$ cat config.mk
export PLATFORM = sky130hd
export DESIGN_NAME = load_store_unit_flat
export DESIGN_NICKNAME = d
export VERILOG_FILES = /design/src/rtl/load_store_unit_if.sv /design/src/rtl/load_store_unit.sv /design/src/flat_wrapper.sv
export SDC_FILE = /design/constraint.sdc
export NUM_CORES = 1
export LEC_CHECK = 0
export CAP_MARGIN = 20
export CORE_AREA = 2 2 117 119
export CTS_BUF_LIST = sky130_fd_sc_hd__clkbuf_4
export CTS_CLUSTER_DIAMETER = 200
export DETAILED_ROUTE_END_ITERATION = 16
export DIE_AREA = 0 0 119 121
export PLACE_DENSITY = 0.8
export SETUP_SLACK_MARGIN = 0.2
export SYNTH_ARGS = -nofsm -noshare
export SYNTH_HDL_FRONTEND = slang
export SYNTH_SLANG_ARGS = --single-unit
export TNS_END_PERCENT = 5
$ cat constraint.sdc
create_clock -name clk -period 4.05 [get_ports clk]
set_input_delay 0.81 -clock clk [delete_from_list [all_inputs] [get_ports clk]]
set_output_delay 0.81 -clock clk [all_outputs]
set_load 0.02 [all_outputs]
$ cat src/rtl/load_store_unit_if.sv
// CPU-side request/response handshake plus the data-memory bus of the load/store unit.
// slave is the unit's view; master is the pipeline/memory environment's view.
interface load_store_unit_if #(parameter int WORD_SIZE = 32);
    logic                 req_valid;
    logic                 req_ready;
    logic                 req_write;
    logic [2:0]           req_funct3;
    logic [WORD_SIZE-1:0] req_addr;
    logic [WORD_SIZE-1:0] req_wdata;
    logic                 resp_valid;
    logic                 resp_ready;
    logic [WORD_SIZE-1:0] resp_rdata;
    logic                 resp_error;
    logic                 mem_write_en;
    logic [WORD_SIZE-1:0] mem_addr;
    logic [WORD_SIZE-1:0] mem_write_data;
    logic [WORD_SIZE-1:0] mem_rdata;

    modport slave (
        input  req_valid, req_write, req_funct3, req_addr, req_wdata, resp_ready, mem_rdata,
        output req_ready, resp_valid, resp_rdata, resp_error, mem_write_en, mem_addr, mem_write_data
    );

    modport master (
        output req_valid, req_write, req_funct3, req_addr, req_wdata, resp_ready, mem_rdata,
        input  req_ready, resp_valid, resp_rdata, resp_error, mem_write_en, mem_addr, mem_write_data
    );
endinterface

$ cat src/rtl/load_store_unit.sv
// Single-outstanding RISC-V load/store unit in front of a word-write, byte-addressed memory.
// Sub-word stores are done as read-modify-write of the 4 bytes at the request address.
module load_store_unit #(
    parameter int WORD_SIZE = 32
) (
    input  logic              clk,
    input  logic              rst,
    load_store_unit_if.slave  bus
);
    localparam logic [2:0] IDLE  = 3'd0;
    localparam logic [2:0] LOAD  = 3'd1;
    localparam logic [2:0] READ  = 3'd2;
    localparam logic [2:0] WRITE = 3'd3;
    localparam logic [2:0] RESP  = 3'd4;

    logic [2:0]           state;
    logic                 lat_write;
    logic [2:0]           lat_funct3;
    logic [WORD_SIZE-1:0] lat_addr;
    logic [WORD_SIZE-1:0] lat_wdata;
    logic [WORD_SIZE-1:0] wr_data;
    logic [WORD_SIZE-1:0] rdata_q;
    logic                 error_q;
    logic [WORD_SIZE-1:0] load_ext;
    logic [WORD_SIZE-1:0] merged;
    logic                 req_err;

    function automatic logic bad_req(input logic w, input logic [2:0] f3, input logic [1:0] a);
        case (f3)
            3'b000:  bad_req = 1'b0;
            3'b001:  bad_req = a[0];
            3'b010:  bad_req = (a != 2'b00);
            3'b100:  bad_req = w;
            3'b101:  bad_req = w | a[0];
            default: bad_req = 1'b1;
        endcase
    endfunction

    assign req_err = bad_req(bus.req_write, bus.req_funct3, bus.req_addr[1:0]);

    always_comb begin
        load_ext = bus.mem_rdata;
        case (lat_funct3)
            3'b000:  load_ext = {{(WORD_SIZE-8){bus.mem_rdata[7]}},   bus.mem_rdata[7:0]};
            3'b001:  load_ext = {{(WORD_SIZE-16){bus.mem_rdata[15]}}, bus.mem_rdata[15:0]};
            3'b100:  load_ext = {{(WORD_SIZE-8){1'b0}},  bus.mem_rdata[7:0]};
            3'b101:  load_ext = {{(WORD_SIZE-16){1'b0}}, bus.mem_rdata[15:0]};
            default: load_ext = bus.mem_rdata;
        endcase
    end

    // funct3[0] separates SH from SB; anything else never reaches READ
    assign merged = lat_funct3[0] ? {bus.mem_rdata[WORD_SIZE-1:16], lat_wdata[15:0]}
                                  : {bus.mem_rdata[WORD_SIZE-1:8],  lat_wdata[7:0]};

    always_ff @(posedge clk or posedge rst) begin
        if (rst) begin
            state      <= IDLE;
            lat_write  <= 1'b0;
            lat_funct3 <= 3'b000;
            lat_addr   <= '0;
            lat_wdata  <= '0;
            wr_data    <= '0;
            rdata_q    <= '0;
            error_q    <= 1'b0;
        end else begin
            case (state)
                IDLE: if (bus.req_valid) begin
                    lat_write  <= bus.req_write;
                    lat_funct3 <= bus.req_funct3;
                    lat_addr   <= bus.req_addr;
                    lat_wdata  <= bus.req_wdata;
                    rdata_q    <= '0;
                    error_q    <= req_err;
                    if (req_err)                      state <= RESP;
                    else if (!bus.req_write)          state <= LOAD;
                    else if (bus.req_funct3 == 3'b010) begin
                        wr_data <= bus.req_wdata;
                        state   <= WRITE;
                    end else                          state <= READ;
                end
                LOAD: begin
                    rdata_q <= load_ext;
                    state   <= RESP;
                end
                READ: begin
                    wr_data <= merged;
                    state   <= WRITE;
                end
                WRITE: state <= RESP;
                RESP:  if (bus.resp_ready) state <= IDLE;
                default: state <= IDLE;
            endcase
        end
    end

    // write enable decodes straight from state so reset kills it without waiting for an edge
    assign bus.mem_write_en   = (state == WRITE) && lat_write;
    assign bus.mem_addr       = lat_addr;
    assign bus.mem_write_data = wr_data;
    assign bus.req_ready      = (state == IDLE);
    assign bus.resp_valid     = (state == RESP);
    assign bus.resp_rdata     = rdata_q;
    assign bus.resp_error     = error_q;
endmodule

$ cat src/flat_wrapper.sv
// flat-port wrapper written by rule: the top's interface ports become plain ports
module load_store_unit_flat 
#(
    parameter int WORD_SIZE = 32
)
  (clk, rst, bus_req_valid, bus_req_write, bus_req_funct3, bus_req_addr, bus_req_wdata, bus_resp_ready, bus_mem_rdata, bus_req_ready, bus_resp_valid, bus_resp_rdata, bus_resp_error, bus_mem_write_en, bus_mem_addr, bus_mem_write_data);
  load_store_unit_if #(.WORD_SIZE(WORD_SIZE)) bus_i ();
  input  logic clk;
  input  logic rst;
  input wire logic [$bits(bus_i.req_valid)-1:0] bus_req_valid;
  input wire logic [$bits(bus_i.req_write)-1:0] bus_req_write;
  input wire logic [$bits(bus_i.req_funct3)-1:0] bus_req_funct3;
  input wire logic [$bits(bus_i.req_addr)-1:0] bus_req_addr;
  input wire logic [$bits(bus_i.req_wdata)-1:0] bus_req_wdata;
  input wire logic [$bits(bus_i.resp_ready)-1:0] bus_resp_ready;
  input wire logic [$bits(bus_i.mem_rdata)-1:0] bus_mem_rdata;
  output wire logic [$bits(bus_i.req_ready)-1:0] bus_req_ready;
  output wire logic [$bits(bus_i.resp_valid)-1:0] bus_resp_valid;
  output wire logic [$bits(bus_i.resp_rdata)-1:0] bus_resp_rdata;
  output wire logic [$bits(bus_i.resp_error)-1:0] bus_resp_error;
  output wire logic [$bits(bus_i.mem_write_en)-1:0] bus_mem_write_en;
  output wire logic [$bits(bus_i.mem_addr)-1:0] bus_mem_addr;
  output wire logic [$bits(bus_i.mem_write_data)-1:0] bus_mem_write_data;
  assign bus_i.req_valid = bus_req_valid;
  assign bus_i.req_write = bus_req_write;
  assign bus_i.req_funct3 = bus_req_funct3;
  assign bus_i.req_addr = bus_req_addr;
  assign bus_i.req_wdata = bus_req_wdata;
  assign bus_i.resp_ready = bus_resp_ready;
  assign bus_i.mem_rdata = bus_mem_rdata;
  assign bus_req_ready = bus_i.req_ready;
  assign bus_resp_valid = bus_i.resp_valid;
  assign bus_resp_rdata = bus_i.resp_rdata;
  assign bus_resp_error = bus_i.resp_error;
  assign bus_mem_write_en = bus_i.mem_write_en;
  assign bus_mem_addr = bus_i.mem_addr;
  assign bus_mem_write_data = bus_i.mem_write_data;
  load_store_unit #(.WORD_SIZE(WORD_SIZE)) u_core (.clk(clk), .rst(rst), .bus(bus_i));
endmodule
### Word-level counts from Yosys, hierarchy flattened

Index checks and enable logic that the tools add are counted.

* bits in latches: 0
* logic and storage cells: 53
* flip-flop bits (word level): 120
* bits in read-only memories: 0
* memories: 0
* output and inout bits: 100
* RAM bits: 0
* input bits: 104

* bitwise operators: 1
* reductions and logical operators: 12
* mux-type cells: 16
* $mul: 0
* $lt $le $gt $ge: 0
* div/mod/pow operators: 0
* shift operators: 0
* $add $sub $neg: 0
* equal/unequal tests: 16

Operator list (number)
* $mux W32: 5
* $pmux W32 S2: 2
* $pmux W32 S4: 1
* $mux W16: 1
* $eq A3 B3 Y1 const B: 5
* $mux W3: 4
* $pmux W3 S4: 1
* $eq A3 B1 Y1 const B: 3
* $eq A3 B2 Y1 const B: 3
* $logic_not A3 Y1: 3
* $ne A2 B2 Y1 const B: 4
* $reduce_and A2 Y1: 3
* $reduce_bool A2 Y1: 3
* $pmux W1 S5: 1
* $reduce_and A5 Y1: 1
* $ne A2 B1 Y1 const B: 1
* $reduce_or A2 Y1: 1
* $logic_and A1 B1 Y1: 1
* $mux W1: 1
* $or A1 B1 Y1: 1

### Longest topological paths before layout

Gate-level depths: netlist (run 1).

* depth in word-level cells: 6
* mapped depth: 7
* mapped depth without buffers: 4

### Least setup slack after synthesis (run 1)

OpenSTA, ideal clock, no wires.

* path kind: register to output
* start point: reg u_core.state[1]
* end point: out bus_mem_write_en
* path buffers: 2
* path slack: 2.122 ns
* data arrival time: 1.118 ns
* cell stages (with the launch flop): 5
* data required time: 3.240 ns
* cell sequence: dfrtp_1 -> buf_2 -> clkbuf_1 -> nand2_1 -> nor2_1

* longest elaborated chain between the ends: 2

RTL lines
* start: declaration: RTL line load_store_unit.sv:16 `logic [2:0] state;`
* start signal: assignment: RTL line load_store_unit.sv:58 `state <= IDLE;`
* start signal: assignment: RTL line load_store_unit.sv:75 `if (req_err) state <= RESP;`
* start signal: assignment: RTL line load_store_unit.sv:76 `else if (!bus.req_write) state <= LOAD;`
* $eq A3 B2 Y1: RTL line load_store_unit.sv:98 `assign bus.mem_write_en = (state == WRITE) && lat_write;`
* $logic_and A1 B1 Y1: RTL line load_store_unit.sv:98
* end: declaration: RTL line flat_wrapper.sv:21 `output wire logic [$bits(bus_i.mem_write_en)-1:0] bus_mem_write_en;`

No other way between the ends.

### Final worst setup path (run 1)

* start point: reg u_core.state[1]
* end point: out bus_req_ready

* longest elaborated chain between the ends: 1

RTL lines
* $logic_not A3 Y1: RTL line load_store_unit.sv:101 `assign bus.req_ready = (state == IDLE);`
* end: declaration: RTL line flat_wrapper.sv:17 `output wire logic [$bits(bus_i.req_ready)-1:0] bus_req_ready;`

No other way between the ends.

==> metrics list, run 1 <==
- Placer congestion estimate: 0.863
* Total buffers and inverters traversed by the critical path: 1
- CTS tree: built
- For the worst setup path, the data arrival time is 2.18 ns.
* Remaining routing DRC violations: 0
* IO buf count: 203
* Hold WS: 0.478 ns
- Most common cell after layout, fill and taps aside: sky130_fd_sc_hd__clkdlybuf4s50_1
* Maximum buffer depth of the clock tree: 2
- Count of cell types in the netlist: 40
- Count of final setup violators: 0
- The average instance in the mapped netlist occupies 10.1 um2.
* Worst-path cell with the longest stage delay: sky130_fd_sc_hd__clkdlybuf4s50_1
- Flip-flop and latch count after synthesis: 120
- IR analysis of the VDD net gives a maximum drop of 0.395 mV.
- Layout Nets: 815
- Outcome: completed
- Count of flip-flops with a built-in enable after synthesis: 0
- Core box area: 13100 um2
* Flip-flop cell with the highest count after synthesis: sky130_fd_sc_hd__dfrtp_1
- Height of the chip: 121 um
* Headroom to the max-slew limit: 0.290
* Die ar.: 14400 um2
- Counting I/O delays and the setup requirement, the final critical path takes 2.99 ns.
* Largest stage delay, worst path: 0.67 ns
- Number of maximum-capacitance constraint violations: 0
- The Yosys step of the flow raised 0 warnings.
- Number of hold violations in the final report: 0
- In this run the count of I/O pins placed on the die edge is 204.
* Width of the chip: 119 um
* DP HPWL: 10.5 mm
- Post-CTS setup buffer count: 0
- The number of antenna violations at the first check in global routing came to 0.
* Yosys top cell by area: sky130_fd_sc_hd__dfrtp_1
* Power density over the cells: 761 nW/um2
- Via Count: 4594
- Worst hold path type: flip-flop to flip-flop
- The worst setup path is captured at an output pin.
- Static timing analysis puts the maximum clock frequency at 334 MHz.
* Violation count after the first detailed-routing iteration: 311
- After synthesis, the share of flip-flops with an asynchronous set or reset is 1.00.
* Number of nets produced by synthesis: 626
* Initial core utilization: 0.402
- After clock tree synthesis, the flow added hold-fix buffers numbering 0.
- Least-Margin Pin Slew: 1.07 ns
* Netlist Area Pre-Place: 5270 um2
* Area share of the largest cell type after synthesis: 0.570
- Data required time at the worst endpoint: 3.24 ns
- Kind of critical path: flip-flop to output pin
- Cell count after synthesis: 522
* Leakage: 3.33 nW
- Total number of H-tree levels: 4
* Final-layout fill cell count: 1155
- Number of CTS-inserted buffers: 17
- Post-detailed-routing wire length: 15.1 mm
* Number of detailed-routing iterations run before antenna repair: 4
* CP Cell Sequence: nor3_2, clkdlybuf4s50_1
- Clock tree skew after final layout: 0.0140 ns
* Instance area after placement: 7380 um2
- Proportion of layout cells with a drive suffix above 1: 0.105
- The repair_antennas step left the layout with diodes totalling 0.
- Post-route design area: 7570 um2
- The floorplan has 42 rows.
- Setup Total Neg Slack: 0 ns
- Post-DRT Antenna Nets: 0
- Area growth from synthesis to final layout: 43.8%
- Entering global routing, the biggest net connects 121 pins.
- Clock Root Buffer: sky130_fd_sc_hd__clkbuf_4
* Family of cells with the greatest summed delay on the critical path: buffers and inverters
- Resized cells post-CTS: 0
- Across every metal layer, demand over resource in global routing totals 0.219.
* Proportion of synthesized chip area in sequential cells: 0.570
- Via count of the first global-routing pass: 4869
* Startpoint type of the worst setup path: flip-flop
* Commonest non-fill, non-tap cells in the layout: sky130_fd_sc_hd__clkdlybuf4s50_1, sky130_fd_sc_hd__nand2_1, sky130_fd_sc_hd__dfrtp_1
- Along the worst path, the maximum fanout reaches 16.
* Unrepaired setup endpoints after global routing: false
* Wire length per cell after detailed routing: 16.8 um
* Largest cells by area after synthesis: sky130_fd_sc_hd__dfrtp_1, sky130_fd_sc_hd__nand2_1, sky130_fd_sc_hd__a2bb2oi_2
- At the end of the flow the core is filled with cells to 0.579.
- After global routing the overflow that remains totals 0.
* First-pass GRT wire length: 24.6 mm
- Clock-pin slew was measured on the worst setup and hold paths at 0.10 ns.
* Vias per cell: 5.12
* Period utilization: 0.739
- Clock latency of the later-clocked register in the worst-skew pair: 0.54 ns
- The count of pins over their slew limit was 0.
- TritonCTS sink count: 120
kinds of logic after synthesis:
| logic type | share of synthesized area |
|---|---|
| AOI/OAI and AO/OA | 0.192 |
| buffers and inverters | 0.0416 |
| DFF | 0.570 |
| muxes | 0.0188 |
| and+or+nand+nor | 0.177 |
per-stage QoR:
| stage | instances | total power (W) | setup WS (ns) |
|---|---|---|---|
| after floorplan | 522 | 0.00380 | 1.77 |
| after global placement | 868 | 0.00503 | 1.25 |
| after detailed placement | 868 | 0.00514 | 1.09 |
| after CTS | 898 | 0.00582 | 1.00 |
| after global routing | 898 | 0.00614 | 0.918 |
| final | 898 | 0.00576 | 1.06 |
state kept, by name, indices dropped and copies added (netlist names):
register	flops
u_core.bus.mem_addr	32
u_core.bus.mem_write_data	32
u_core.bus.resp_error	1
u_core.bus.resp_rdata	32
u_core.lat_funct3	3
u_core.lat_wdata	16
u_core.lat_write	1
u_core.state	3
final timing paths:
check	from	endpoint	slack, ns	cells past startpoint
min in group asynchronous	rst	u_core.lat_wdata[8]$_DFFE_PP0P_	0.82	3
worst min-delay path	u_core.lat_wdata[14]$_DFFE_PP0P_	u_core.lat_wdata[14]$_DFFE_PP0P_	0.48	2
worst min register to register	u_core.lat_wdata[14]$_DFFE_PP0P_	u_core.lat_wdata[14]$_DFFE_PP0P_	0.48	2
worst max-delay path	u_core.state[1]$_DFFE_PP0P_	bus_req_ready	1.06	2
worst max register to register	u_core.state[1]$_DFFE_PP0P_	u_core.bus.mem_write_data[11]$_DFFE_PP0P_	1.58	4
max in group asynchronous	rst	u_core.bus.resp_rdata[25]$_DFFE_PP0P_	2.78	3
tightest hold or removal path, delay by kind of cell (launching register included):
family	cells	cell delay, ns
flops	1	0.35
simple gates	2	0.10
synth_stat cells (2+ instances only):
library cell                number
sky130_fd_sc_hd__a22o_1          8
sky130_fd_sc_hd__mux2_2          7
sky130_fd_sc_hd__and2_1          2
sky130_fd_sc_hd__o22ai_1        39
sky130_fd_sc_hd__o2bb2ai_1       4
sky130_fd_sc_hd__a31o_2          8
sky130_fd_sc_hd__buf_2          11
sky130_fd_sc_hd__nand3_1         2
sky130_fd_sc_hd__a2bb2oi_2      19
sky130_fd_sc_hd__clkbuf_1       21
sky130_fd_sc_hd__nor2_1          9
sky130_fd_sc_hd__dfrtp_1       120
sky130_fd_sc_hd__a21oi_1        22
sky130_fd_sc_hd__buf_12          2
sky130_fd_sc_hd__mux2i_1         2
sky130_fd_sc_hd__buf_4           3
sky130_fd_sc_hd__nor2b_1        16
sky130_fd_sc_hd__nand2b_1        2
sky130_fd_sc_hd__o21ai_0        26
sky130_fd_sc_hd__nand2_1       177
sky130_fd_sc_hd__inv_1           3
cell type report:
type	count	area, um2	area share
clock buffer	21	158	0.0208
multi-input combinational	361	2060	0.272
clock inverter	9	36.3	0.00479
inverter	3	15.0	0.00198
tap	176	220	0.0291
sequential	120	3000	0.397
timing repair buffer	208	2080	0.275
metal layers:
metal  track usage  part of all wire
met4        0.0893             0.025
met5             0                 0
met2         0.360              0.48
met3        0.0728             0.077
met1         0.265              0.42
power by group:
group,leakage [nW],switching (W),internal (W)
clock network,0.115,0.000416,0.000246
registers,1.51,0.000423,0.00174
logic,1.70,0.00152,0.00141
(Power assumes the default switching activity.)
==> run 2, diff against run 1 <==
- clock period: 4.05 -> 2.6 ns (I/O delays scaled with it)
==> metrics list, run 2 (synthesis gave the netlist of run 1 again) <==
- Post-placement setup slack: 0.225 ns (-0.867 ns)
- The critical path is of the flip-flop to output pin type.
* Vias per cell: 5.23 (+2.2%)
- The global-route usage over all layers came to 0.222 (+0.00301).
* Post-CTS setup buffer count: 0 (unchanged)
- First-pass GRT wire length: 24.9 mm (+1.1%)
- The final antenna-violating net count was 0 (unchanged).
- The top fanout value on the critical path is 7 (-9).
* Wire length per cell after detailed routing: 17.0 um (+1.4%)
- The die area is 14400 um2 (unchanged).
- Layout Nets: 823 (+0.98%)
- The worst setup path is launched from a flip-flop.
- The I/O pin total was 204 (unchanged).
- Number of hold-repair buffers added at the cts stage: 0 (unchanged)
- The wire length after detailed routing was 15.5 mm (+2.5%).
- Clock latency of the later-clocked register in the worst-skew pair: 0.53 ns (about the same)
* Pin count of the biggest net entering global routing: 63 (-48%)
- Core box area: 13100 um2 (unchanged)
- The number of H-tree levels was 4 (unchanged).
* Area growth from synthesis to final layout: 47.3%
- Number of diodes: 0 (unchanged)
- Setup crit end kind: output pin
- Least-Margin Pin Slew: 0.760 ns (-0.305 ns)
- The summed negative setup slack over all endpoints came to 0 ns (unchanged).
- Placer congestion estimate: 0.852 (-1.3%)
* Final core utilization: 0.593 (+0.0142)
- Height of the chip: 121 um (unchanged)
* Headroom to the max-slew limit: 0.492 (+0.202)
- Maximum operating frequency: 448 MHz
- The final hold violation count is 0 (unchanged).
* Number of detailed-routing iterations run before antenna repair: 5 (+1)
- The tightest min-delay check is of the primary input to asynchronous set/reset pin type.
- The clock tree buffer depth is 2 (unchanged).
* Power density over the cells: 1210 nW/um2 (+60%)
- Maximum resistive drop on vdd: 0.632 mV (+60%)
* Setup slack of the most critical reg-to-reg path: 0.57 ns (-1.01 ns)
- The depth of the worst register-to-register path was 4 (unchanged).
- Width of the chip: 119 um (unchanged)
- Via Count: 4749 (+3.4%)
- Initial antenna violation count: 0 (unchanged)
- The violation count after the first detailed-route iteration was 297 (-4.5%).
- CTS tree: built
* Number of CTS-inserted buffers: 17 (unchanged)
* Outcome: completed
- Number of maximum-capacitance constraint violations: 0 (unchanged)
- The number of cell rows is 42 (unchanged).
- Leakage: 3.44 nW (+3.1%)
- After layout, the minimum clock period comes to 2.23 ns.
- The total DRC errors in the routed layout is 0 (unchanged).
* Most common cell after layout, fill and taps aside: sky130_fd_sc_hd__clkdlybuf4s50_1
- Via count of the first global-routing pass: 4919 (+1.0%)
- The final worst slack is 0.369 ns (-0.690 ns).
- The final setup violation count is 0 (unchanged).
- IO buf count: 203 (unchanged)
* Resized cells post-CTS: 4 (+4)
* Clock tree skew after final layout: 0.0156 ns (+0.00157 ns)
- Clock Root Buffer: sky130_fd_sc_hd__clkbuf_4
- Period utilization: 0.858
- Sum of overflow across all layers after global routing: 0 (unchanged)
- Data required time at the worst endpoint: 2.08 ns (-1.16 ns)
- In the layout the commonest cells are sky130_fd_sc_hd__clkdlybuf4s50_1, sky130_fd_sc_hd__nand2_1, sky130_fd_sc_hd__dfrtp_1.
- The share of final-layout standard cells stronger than drive strength 1 came to 0.127 (+0.0218).
- Final-layout fill cell count: 1076 (-6.8%)
- DP HPWL: 11.1 mm (+5.3%)
- Data arrival, critical path: 1.71 ns (-0.47 ns)
- Clock-pin slew on the worst setup and hold paths: 0.11 ns (about the same)
* TritonCTS sink count: 120 (unchanged)
- The starting density of the core was 0.402 (unchanged).
- The count of pins over their slew limit is 0 (unchanged).
- Setup repair after global routing left no endpoint under its margin.
## run 2: cell types whose count changed in the layout (fill, tap and decap cells not counted)
cell,change
sky130_fd_sc_hd__buf_4,+5
sky130_fd_sc_hd__clkinv_1,-5
sky130_fd_sc_hd__clkinvlp_4,+1
sky130_fd_sc_hd__clkdlybuf4s50_1,-3
sky130_fd_sc_hd__dfrtp_1,-1
sky130_fd_sc_hd__clkbuf_2,+1
sky130_fd_sc_hd__dlygate4sd2_1,+2
sky130_fd_sc_hd__buf_12,+3
sky130_fd_sc_hd__dfrtp_2,+1
sky130_fd_sc_hd__bufinv_16,+3
sky130_fd_sc_hd__clkinv_2,+3
## run 2: per-layer routing
layer,vias to the layer above,global-route usage,routed length [um]
met1,2301,0.261,6270
met5,-,0,0
met3,40,0.0846,1340
met4,0,0.108,450
met2,222,0.358,7410
li1,2186,-,-
## run 2: area by class of cell
| type | instances | area (um2) | area share |
|---|---|---|---|
| tap | 176 | 220 | 0.0284 |
| sequential | 120 | 3000 | 0.387 |
| clock buffer | 21 | 158 | 0.0203 |
| timing repair buffer | 216 | 2170 | 0.280 |
| clock inverter | 11 | 130 | 0.0168 |
| multi-input combinational | 361 | 2060 | 0.265 |
| inverter | 3 | 15.0 | 0.00194 |
## run 2: final timing paths
check | start | endpoint
worst max-delay path | u_core.state[0]$_DFFE_PP0P_ | bus_req_ready
worst min-delay path | rst | u_core.bus.mem_addr[25]$_DFFE_PP0P_
worst max register to register | u_core.state[0]$_DFFE_PP0P_ | u_core.bus.mem_write_data[26]$_DFFE_PP0P_
worst min register to register | u_core.bus.mem_addr[30]$_DFFE_PP0P_ | u_core.bus.mem_addr[30]$_DFFE_PP0P_
max in group asynchronous | rst | u_core.state[0]$_DFFE_PP0P_
min in group clk | u_core.bus.mem_addr[30]$_DFFE_PP0P_ | u_core.bus.mem_addr[30]$_DFFE_PP0P_
## run 2: worst max-delay path, stage by stage, from the launching register on
cell                            delay, ns
sky130_fd_sc_hd__dfrtp_2             0.49
sky130_fd_sc_hd__nor3_2              0.32
sky130_fd_sc_hd__dlygate4sd2_1       0.38
## run 2: per-stage QoR
| step | area (um2) | hold WS (ns) | total power, W | cells |
|---|---|---|---|---|
| 3_5_place_dp | 7470 | 0.461 | 0.00812 | 876 |
| 5_1_grt | 7750 | 0.451 | 0.0100 | 908 |
| 6_report | 7750 | 0.459 | 0.00941 | 908 |
| 3_3_place_gp | 7470 | 0.452 | 0.00794 | 876 |
| 2_1_floorplan | 5270 | 0.440 | 0.00592 | 522 |
| 4_1_cts | 7760 | 0.439 | 0.00951 | 908 |
## run 2: power breakdown
| part | leakage [nW] | total (W) | switching (W) | internal [W] |
|---|---|---|---|---|
| combinational | 1.76 | 0.00473 | 0.00249 | 0.00225 |
| sequential | 1.51 | 0.00330 | 0.000579 | 0.00272 |
| clock | 0.162 | 0.00138 | 0.000688 | 0.000695 |
| total | 3.44 | 0.00941 | 0.00375 | 0.00566 |
